`config.mk`:
```
export PLATFORM = sky130hd
export DESIGN_NAME = popcount_pipe
export DESIGN_NICKNAME = d
export VERILOG_FILES = /design/src/rtl/popcount_pipe.sv
export SDC_FILE = /design/constraint.sdc
export NUM_CORES = 1
export LEC_CHECK = 0
export ABC_AREA = 1
export CORE_ASPECT_RATIO = 1.4
export CORE_MARGIN = 1
export CORE_UTILIZATION = 53
export CTS_CLUSTER_DIAMETER = 30
export DETAILED_ROUTE_END_ITERATION = 8
export PLACE_DENSITY = 0.78
export SLEW_MARGIN = 20
export SYNTH_ARGS = -nofsm -noshare
export SYNTH_HDL_FRONTEND = slang
export SYNTH_SLANG_ARGS = --single-unit
export TNS_END_PERCENT = 50
```
`constraint.sdc`:
```
create_clock -name i_clk -period 4.5 [get_ports i_clk]
set_input_delay 0.9 -clock i_clk [delete_from_list [all_inputs] [get_ports i_clk]]
set_output_delay 0.9 -clock i_clk [all_outputs]
set_load 0.005 [all_outputs]
```
`src/rtl/popcount_pipe.sv`:
```
// ---------------------------------------------------------------------------
// popcount_pipe
//
// Parametrised, pipelined population counter behind a valid/ready handshake
// with full backpressure. Each accepted transaction counts either the one
// bits or the zero bits of i_data. The result comes back after STAGES cycles
// together with the transaction's sideband tag.
//
// The adder tree has L = $clog2(WIDTH) levels of pairwise adds. These levels
// are split as evenly as possible over the STAGES register stages. Each stage
// has its own valid flag, so bubbles collapse and there is no global stall.
//
// Parameters:
//   WIDTH     - input vector width (>= 1)
//   STAGES    - register stages = latency (1 .. max(1, $clog2(WIDTH)))
//   TAG_WIDTH - sideband tag width (>= 1)
//
// Ports:
//   i_clk, i_rst_n - clock, synchronous active-low reset
//   i_valid/o_ready - upstream handshake (o_ready has no path from i_valid)
//   i_data         - vector to count
//   i_mask         - only with POPCOUNT_PIPE_MASK_EN: positions to count
//   i_zeros        - 1 = count zeros, 0 = count ones
//   i_tag          - sideband, returned unchanged with the result
//   o_valid/i_ready - downstream handshake
//   o_count        - population count, $clog2(WIDTH+1) bits
//   o_tag          - tag of the result
//
// Optional feature macro: POPCOUNT_PIPE_MASK_EN. It adds the i_mask port.
// ---------------------------------------------------------------------------
module popcount_pipe #(
    parameter int WIDTH     = 32,
    parameter int STAGES    = 2,
    parameter int TAG_WIDTH = 4
) (
    input  logic                         i_clk,
    input  logic                         i_rst_n,
    input  logic                         i_valid,
    output logic                         o_ready,
    input  logic [WIDTH-1:0]             i_data,
`ifdef POPCOUNT_PIPE_MASK_EN
    input  logic [WIDTH-1:0]             i_mask,
`endif
    input  logic                         i_zeros,
    input  logic [TAG_WIDTH-1:0]         i_tag,
    output logic                         o_valid,
    input  logic                         i_ready,
    output logic [$clog2(WIDTH+1)-1:0]   o_count,
    output logic [TAG_WIDTH-1:0]         o_tag
);

    localparam int L          = (WIDTH > 1) ? $clog2(WIDTH) : 0;
    localparam int MAX_STAGES = (L > 1) ? L : 1;
    localparam int CW         = $clog2(WIDTH + 1);

    // Every lane is kept at the final count width. A partial sum can never
    // exceed WIDTH, so no level overflows. The unused upper bits of the early
    // levels are constant zero.
    typedef logic [WIDTH-1:0][CW-1:0] lanes_t;

    // Elaboration-time parameter checks
    if (WIDTH < 1) begin : g_err_width
        $error("popcount_pipe: WIDTH must be >= 1");
    end
    if (STAGES < 1) begin : g_err_stages_min
        $error("popcount_pipe: STAGES must be >= 1");
    end
    if (STAGES > MAX_STAGES) begin : g_err_stages_max
        $error("popcount_pipe: STAGES must be <= max(1, $clog2(WIDTH))");
    end

    // Applies the adder-tree levels lo .. hi-1 to a lane vector. Lane i feeds
    // lane i/2 of the next level. Lanes past the live operand count are zero,
    // so an odd trailing operand passes through unchanged.
    function automatic lanes_t reduce_levels(input lanes_t a, input int lo, input int hi);
        lanes_t cur;
        lanes_t nxt;
        cur = a;
        for (int j = 0; j < L; j++) begin
            if (j >= lo && j < hi) begin
                // NOTE: nxt is cleared before it is accumulated. Every bit then
                // has a defined value on each path through the loop, so no
                // storage is inferred.
                nxt = '0;
                for (int i = 0; i < WIDTH; i++) begin
                    nxt[i >> 1] = nxt[i >> 1] + cur[i];
                end
                cur = nxt;
            end
        end
        return cur;
    endfunction

    // Counted vector, evaluated at the accept cycle
    logic [WIDTH-1:0] counted;
    lanes_t           in_lanes;

`ifdef POPCOUNT_PIPE_MASK_EN
    assign counted = (i_zeros ? ~i_data : i_data) & i_mask;
`else
    assign counted = i_zeros ? ~i_data : i_data;
`endif

    always_comb begin
        in_lanes = '0;
        for (int i = 0; i < WIDTH; i++) begin
            in_lanes[i] = CW'(counted[i]);
        end
    end

    // Pipeline state
    lanes_t               stage_d  [STAGES];
    lanes_t               stage_q  [STAGES];
    logic [TAG_WIDTH-1:0] tag_in   [STAGES];
    logic [TAG_WIDTH-1:0] tag_q    [STAGES];
    logic [STAGES-1:0]    valid_in;
    logic [STAGES-1:0]    valid_q;
    logic [STAGES-1:0]    adv;

    for (genvar k = 0; k < STAGES; k++) begin : g_stage
        localparam int LO = (k * L) / STAGES;
        localparam int HI = ((k + 1) * L) / STAGES;

        if (k == 0) begin : g_first
            assign stage_d[k]  = reduce_levels(in_lanes, LO, HI);
            assign tag_in[k]   = i_tag;
            assign valid_in[k] = i_valid;
        end else begin : g_next
            assign stage_d[k]  = reduce_levels(stage_q[k-1], LO, HI);
            assign tag_in[k]   = tag_q[k-1];
            assign valid_in[k] = valid_q[k-1];
        end

        // A stage advances when it is empty or its successor advances. For
        // the last stage, the successor is the downstream consumer.
        if (k == STAGES - 1) begin : g_adv_last
            assign adv[k] = !valid_q[k] || i_ready;
        end else begin : g_adv_mid
            assign adv[k] = !valid_q[k] || adv[k+1];
        end
    end

    always_ff @(posedge i_clk) begin
        if (!i_rst_n) begin
            valid_q <= '0;
            // NOTE: the datapath registers are cleared as well. The outputs then
            // read zero after reset and do not show stale data from the last
            // transaction in flight.
            for (int k = 0; k < STAGES; k++) begin
                stage_q[k] <= '0;
                tag_q[k]   <= '0;
            end
        end else begin
            for (int k = 0; k < STAGES; k++) begin
                if (adv[k]) begin
                    // NOTE: every stage updates in the same edge from the old
                    // values of its predecessor. Non-blocking assignments keep
                    // the stages from collapsing into a single cycle.
                    valid_q[k] <= valid_in[k];
                    // Data only moves with a real transaction. Bubbles then
                    // leave the outputs unchanged.
                    if (valid_in[k]) begin
                        stage_q[k] <= stage_d[k];
                        tag_q[k]   <= tag_in[k];
                    end
                end
            end
        end
    end

    assign o_ready = adv[0];
    assign o_valid = valid_q[STAGES-1];
    assign o_count = stage_q[STAGES-1][0];
    assign o_tag   = tag_q[STAGES-1];

endmodule

```
After elaboration in Yosys (flattened, before gate mapping) --
Memory sizes are Yosys's and may differ from the RTL's. Cells that the tools add are included. Widths: inputs -> output; s select.
Operators by class: $add $sub $neg 52, muxes and demuxes 14, bitwise gates (word level) 5, reductions and logical operators 4
Operators by type and width (count):
- $add 6x6->6 | 16
- $add 6x6->6 const AB | 12
- $mux 36 | 2
- $add 1x1->2 | 16
- $mux 32 | 1
- $not 32->32 | 1
- $add 2x2->3 | 8
- $mux 1 | 9
- $mux 4 | 2
- $or 1x1->1 | 4
- $logic_not 1->1 | 2
- $logic_or 1x1->1 | 2
Storage, ports and cells: register bits 2, RAM bits 80, output and inout bits 12, memories kept 2
Memories:
- stage_q | words 2, width 36, rd ports 2, clocked after memory_dff 0, write ports 2, RTL line 113 | lanes_t stage_q [STAGES];
- tag_q | words 2, width 4, rd ports 2, clocked after memory_dff 0, write ports 2, RTL line 115 | logic [TAG_WIDTH-1:0] tag_q [STAGES];

Depth between registers and ports, before layout --
word-level depth 7, mapped depth 13

Least setup slack after synthesis --
Ideal clock, no wire load.
path kind register to register, start memory stage_q[0][20] (netlist name), end memory stage_q[0][40] (netlist name) (data pin), arrival 3.272 ns, data required time 4.241 ns, slack 0.969 ns, stages on the path, launching flop included 11, path through edfxtp_1 -> fa_1 -> inv_1 -> fa_1 -> fa_1 -> fa_1 -> inv_1 -> ha_1 -> fa_1 -> xnor2_1 -> a21oi_2
RTL lines (RTL line):
- start, declared | 113

==> parameters.txt <==
Parameter                              Value

CTS
  Post-cts gate resize count ... 0
  Total CTS buffers ... 5
  Total of hold buffers inserted after clock tree synthesis ... 0
  TritonCTS clock tree ... built
  # H-tree levels ... 2
  TritonCTS Sinks ... 40
  Post-CTS Repair Setup Buffers ... 0
  CTS clock-pin slew for the worst setup and hold paths ... 70 ps
  Clock latency at the later pin of the worst-skew pair ... 290 ps
  Clock tree buffer depth ... 2
  Clk Tree Root Cell ... clkbuf_8

Min path
  Origin of the worst min-delay path ... valid_q[1]
  Hold Path End ... valid_q[0]
  Hold/Removal Path Class ... reg2reg
  Hold Path Depth ... 2

Routing
  First-pass DRT Iterations ... 4
  Residual DRC ... 0
  Via-per-instance ratio ... 4.77
  WL/cell ... 10.9 um
  Initial DRC Count ... 88
  Antenna viol nets, final ... 0
  Vias after detailed routing ... 1,761
  Post-detailed-routing wire length ... 4.03 mm

STA
  Hold violation count in the final report ... 0
  Worst max-slew margin expressed relative to the limit ... 35.9%
  Sum of negative setup slack ... 0 ps
  Count of final max-slew check failures ... 0
  Final worst clock skew ... 3.17 ps
  Period utilization ... 81.6%
  Crit path time final ... 3670 ps
  Final setup violation count ... 0
  Setup repair after global routing missed its margin ... no
  Upper clock frequency limit ... 0.272 GHz
  Worst-Margin Slew ... 961 ps

Synth
  Biggest area contributors in the synthesized netlist ... edfxtp_1, fa_1, xor2_1, ha_1, inv_1
  Netlist area before placement ... 0.00299 mm2
  Proportion of netlist area held by the largest area contributor ... 38.2%
  Share of the yosys chip area belonging to registers ... 39.5%
  Post-synth net total ... 346
  Number of enable-type register cells in the synthesized netlist ... 38
  Per-instance average area after synthesis ... 11.6 um2
  Instance count of the mapped netlist ... 258
  Synthesis warning total ... 0
  Library cell with the highest instance count after synthesis ... inv_1
  Primary FF master, synth ... edfxtp_1
  Flop and latch count out of synthesis ... 40
  Top cell type by total area after synthesis ... edfxtp_1
  Post-synthesis async set-or-reset flop share ... 0%
  Number of distinct standard cells referenced by the synthesized netlist ... 14
  Leading post-synthesis cells by instance count ... inv_1, edfxtp_1, xor2_1

Floorplan
  Die span in x ... 65.5 um
  Initial Utilization ... 54.5%
  Die Y ... 90.8 um
  Number of I/O pins ... 53
  Area of the core ... 0.00549 mm2
  Number of rows in the core area ... 32
  Die Footprint ... 0.00595 mm2

Pwr
  Fraction of power consumed by sequential logic ... 32.4%
  PnR Total Power ... 1.57 mW
  Switching share of power ... 35.0%
  Clock share of power ... 18.9%
  Pleak ... 1.58 nW
  Cell internal power dissipation ... 1.02 mW
  Net Sw Power ... 549 uW
  Ratio of total power to cell area ... 440 mW/mm2
  Combinational share of power ... 48.7%
  Peak supply drop ... 0.000198 V

Worst setup path
  Highest net fanout along the worst path ... 2
  Worst r2r path cells ... 10
  Worst endpoint required time ... 4520 ps
  Register-to-Register Setup Slack ... 830 ps
  Type of the setup path with the least slack ... reg2reg
  Start of the worst register-to-register path ... stage_q[0][20]
  Worst setup SP type ... flop
  Worst reg2reg path endpoint ... stage_q[0][40]
  Category of the worst setup path capture point ... flop
  Crit path DAT ... 3690 ps

Global routing
  Remaining Overflow, GRT ... 0
  Number of global-route vias before repair ... 1,870
  GRT Util Overall ... 16.8%
  Number of antenna violations at the first check in global routing ... 0
  First-pass GRT wire length ... 7.51 mm
  Pin count of the biggest net entering global routing ... 39

Placement
  Final weighted congestion of routability-driven global placement ... 0.752
  Standard cell area after detailed placement ... 0.00345 mm2
  # port buffers ... 52
  Sum of net half-perimeters after detailed placement ... 3.22 mm

Cells and area
  Design Area, Final ... 0.00357 mm2
  Diode count ... 0
  Synth-to-layout area growth ... 19.4%
  Fraction of final layout cells with drive strength greater than 1 ... 11.0%
  Nets ... 388

Status
  Outcome ... finished, final reports clean

Job
  Maximum Capacitance Violations ... 0
[layer usage]
metal / track usage [%] / part of all wire [%]
met4: 9.06 / 3.4
met5: 0 / 0
met2: 30.2 / 56
met3: 4.42 / 3.9
met1: 17.1 / 36
[critical path, cell delays in order, from the launching register on]
cell and delay [ps]:
edfxtp_1 400, fa_1 550, inv_1 50, fa_1 460, fa_1 540, fa_1 560
inv_1 40, ha_1 210, fa_1 380, xnor2_1 180, a21oi_2 40
[cell families after synthesis]
group           count (synthesis)  share of synthesized area (%)
buf+inv                        87                           13.6
fa+ha+maj                      47                           26.0
compound gates                 41                           9.38
flops                          40                           39.5
xor+xnor                       33                           9.67
simple gates                   10                           1.88
[cell usage in the layout, fill, tap and decap left out]
| cell | netlist | layout |
|---|---|---|
| bufinv_16 | 0 | 1 |
| clkdlybuf4s50_1 | 0 | 51 |
| nand2_1 | 7 | 6 |
| nand2_2 | 0 | 1 |
| edfxtp_1 | 38 | 38 |
| xor2_1 | 32 | 32 |
| xnor2_1 | 1 | 1 |
| a21oi_2 | 20 | 20 |
| nand3_2 | 3 | 3 |
| dfxtp_1 | 2 | 2 |
| clkbuf_8 | 0 | 6 |
| ha_1 | 22 | 22 |
| a21oi_1 | 21 | 21 |
| inv_1 | 69 | 69 |
| buf_4 | 10 | 1 |
| buf_2 | 3 | 1 |
| clkinv_1 | 0 | 1 |
| fa_1 | 25 | 25 |
[power by group through the flow]
stage	Combinational [mW]	Sequential [mW]	Clock [mW]
2_1_floorplan	0.585	0.513	0
3_3_place_gp	0.717	0.514	0
3_5_place_dp	0.773	0.518	0
4_1_cts	0.780	0.509	0.303
5_1_grt	0.913	0.514	0.317
6_report	0.764	0.508	0.297
[sequential cells by signal (all words and copies together) (netlist names)]
name,flops
tag_q,8
valid_q,2
stage_q,30
[cell type report]
| cell class | count | area [um2] |
|---|---|---|
| fillers | 429 | 1920 |
| multi-input cells | 131 | 1400 |
| flip-flops and latches | 40 | 1180 |
| repair buffers | 53 | 523 |
| inverters | 69 | 259 |
| well taps | 68 | 85.1 |
| clock buffers | 6 | 82.6 |
| clock inverters | 2 | 33.8 |
[how the worst max path moves through the flow]
stage,to,depth (start not counted),start
floorplan,stage_q[0][40],10,stage_q[0][20]
global placement,stage_q[0][40],10,stage_q[0][20]
detailed placement,stage_q[0][40],10,stage_q[0][20]
CTS,stage_q[0][40],10,stage_q[0][20]
global route,stage_q[0][40],10,stage_q[0][20]
finish,stage_q[0][40],10,stage_q[0][20]
[stage by stage]
step	util [%]	instances	hold slack, ps	setup slack [ps]
6_report	65.1	369	535	828
2_1_floorplan	-	258	494	969
3_5_place_dp	62.9	361	531	810
4_1_cts	65.0	369	540	815
5_1_grt	65.1	369	562	670
3_3_place_gp	62.9	361	523	914
Power figures use the tool's default switching activity.
==> patch (same flow settings) <==
Reset style: asynchronous (`i_rst_n`), changed in one clocked block. Comments in the files are not updated.
--- a/src/rtl/popcount_pipe.sv
+++ b/src/rtl/popcount_pipe.sv
@@ -141,5 +141,5 @@
     end
 
-    always_ff @(posedge i_clk) begin
+    always_ff @(posedge i_clk or negedge i_rst_n) begin
         if (!i_rst_n) begin
             valid_q <= '0;
Check against the original RTL: differs if i_rst_n is asserted again (counterexample within 4 cycles, from zero or initial values and one cycle with i_rst_n low); with i_rst_n held inactive, the same outputs for 4 cycles.
==> patch against the unedited design <==
- synthesized area shrank 4.6%
- worst setup slack gained 0.11 ns
- total power grew 30%
- clock power shrank 15%
- sequential cell count is the same
- cell area shrank 3.7%
- largest cell class unchanged
- critical endpoint is now o_count[3]$_DFFE_PN0P_
- routed wire length grew 17%
- highest routed layer unchanged
==> patch: results (changes against the unedited design) <==
Setup Crit Path Kind reg -> reg; Worst-Margin Slew 0.856 ns (-0.104 ns); Post-CTS Setup Bufs 0 (unchanged); diode count 0 (unchanged); Critical Path Max Stage Delay 0.54 ns (-0.02 ns); Mapped Cells 302 (+17%); Cell Count Post-Placement 403 (+12%); Worst-Skew Late Latency 0.29 ns (about the same); Area contributors post-synth dfrtp_1 (35%), fa_1 (18%), nand2_1 (12%), xor2_1 (9.8%), ha_1 (9.7%); RR Startpoint stage_q[194]$_DFFE_PN0P_; routed wire length 4710 µm (+17%); crit path DAT 3.78 ns (+0.09 ns); synth cell count leaders nand2_1 (90), dfrtp_1 (40), inv_1 (39); sequential cell area fraction in the yosys report 0.351 (-0.0440); Hold Crit Start stage_q[193]$_DFFE_PN0P_; worst vdd ir 0.299 mV (+51%); family with the most delay on the worst path adder cells; first-pass GRT wire length 8080 µm (+7.6%); Main synth FF type dfrtp_1; Syn Nets 390 (+13%); CTS Root Cell clkbuf_8; hpwl dp 3780 µm (+17%); Compound-Gate Fraction of Synth Area 0.00176 (-0.0920); pin count of the biggest net entering global routing 41 (+5.1%); P_leak 1.79 nW (+13%); max reg flops 24 (-20%); GRT Util Overall 0.190 (+0.0219); DR iter-0 viols 55 (-38%); Post-Synth XOR/XNOR Area 0.101 (+0.00472); number of global-route vias before repair 1898 (+1.5%); # nets final 432 (+11%); worst-path maximum fanout 2 (unchanged); CP max-delay cell fa_1; Async SR Flop Fraction 1.00 (+1.00); Most flops, register stage_q; combinational family with the most area after synthesis adder cells; clock buffer count from CTS 5 (unchanged); layout cell share with drive strength beyond 1 0.0406 (-0.0691); Final GP Congestion 0.829 (+10%); post-synthesis adder-cell area fraction 0.272 (+0.0127); Post-Place Worst Slack 0.941 ns (+0.131 ns); Distinct cells, synth 15 (+1); clock buffer depth 2 (unchanged); worst min path class reg -> reg; Clock Skew 0.00563 ns (+0.00246 ns); vias per cell 4.79 (+0.33%); Placed Area 3340 µm² (-3.2%); status completed; clk sink count 40 (unchanged); DR WL/cell 11.5 µm (+4.9%); DRT Pass-1 Iters 4 (unchanged)
-- patch: cell types whose count changed after synthesis, moves of 2 or more --
cell,unedited run,this run
a21oi_1,21,0
a21oi_2,20,0
buf_2,3,8
buf_6,5,1
dfrtp_1,0,40
dfxtp_1,2,0
edfxtp_1,38,0
inv_1,69,39
nand2_1,7,90
nand3_1,0,30
nand3_2,3,1
-- patch: cell type report --
type | count | area, µm²
tap | 66 | 82.6
inverter | 40 | 150
clock buffer | 6 | 82.6
fill | 429 | 1720
sequential | 40 | 1000
multi-input combinational | 202 | 1570
timing repair buffer | 55 | 538
clock inverter | 2 | 13.8
-- patch: per-stage QoR --
stage                     power [mW]   util
after detailed placement        1.82  0.647
after global placement          1.72  0.647
final                           2.04  0.666
after global routing            2.30  0.666
after CTS                       2.08  0.666
after floorplan                 1.49      -
-- patch: layer usage --
layer,vias to the layer above,wire [µm],part of all wire,global-route usage
met5,-,0,0,0
met4,0,170,0.036,0.107
met3,9,132,0.028,0.0387
met2,47,2540,0.54,0.349
met1,918,1870,0.40,0.203
li1,994,-,-,-
-- patch: final timing paths --
path                       slack (ns)                       end  depth (start not counted)
min                              0.47  stage_q[193]$_DFFE_PN0P_                          2
max                              0.93    o_count[3]$_DFFE_PN0P_                         12
min in group asynchronous        0.71  stage_q[210]$_DFFE_PN0P_                          1
max in group asynchronous        3.25    o_count[3]$_DFFE_PN0P_                          1
min reg2reg                      0.47  stage_q[193]$_DFFE_PN0P_                          2
max reg2reg                      0.93    o_count[3]$_DFFE_PN0P_                         12
-- patch: where the power goes --
group          switching (mW)  internal, mW  total (mW)
logic                   0.671         0.593        1.26
clock network           0.126         0.125       0.252
registers              0.0581         0.471       0.529
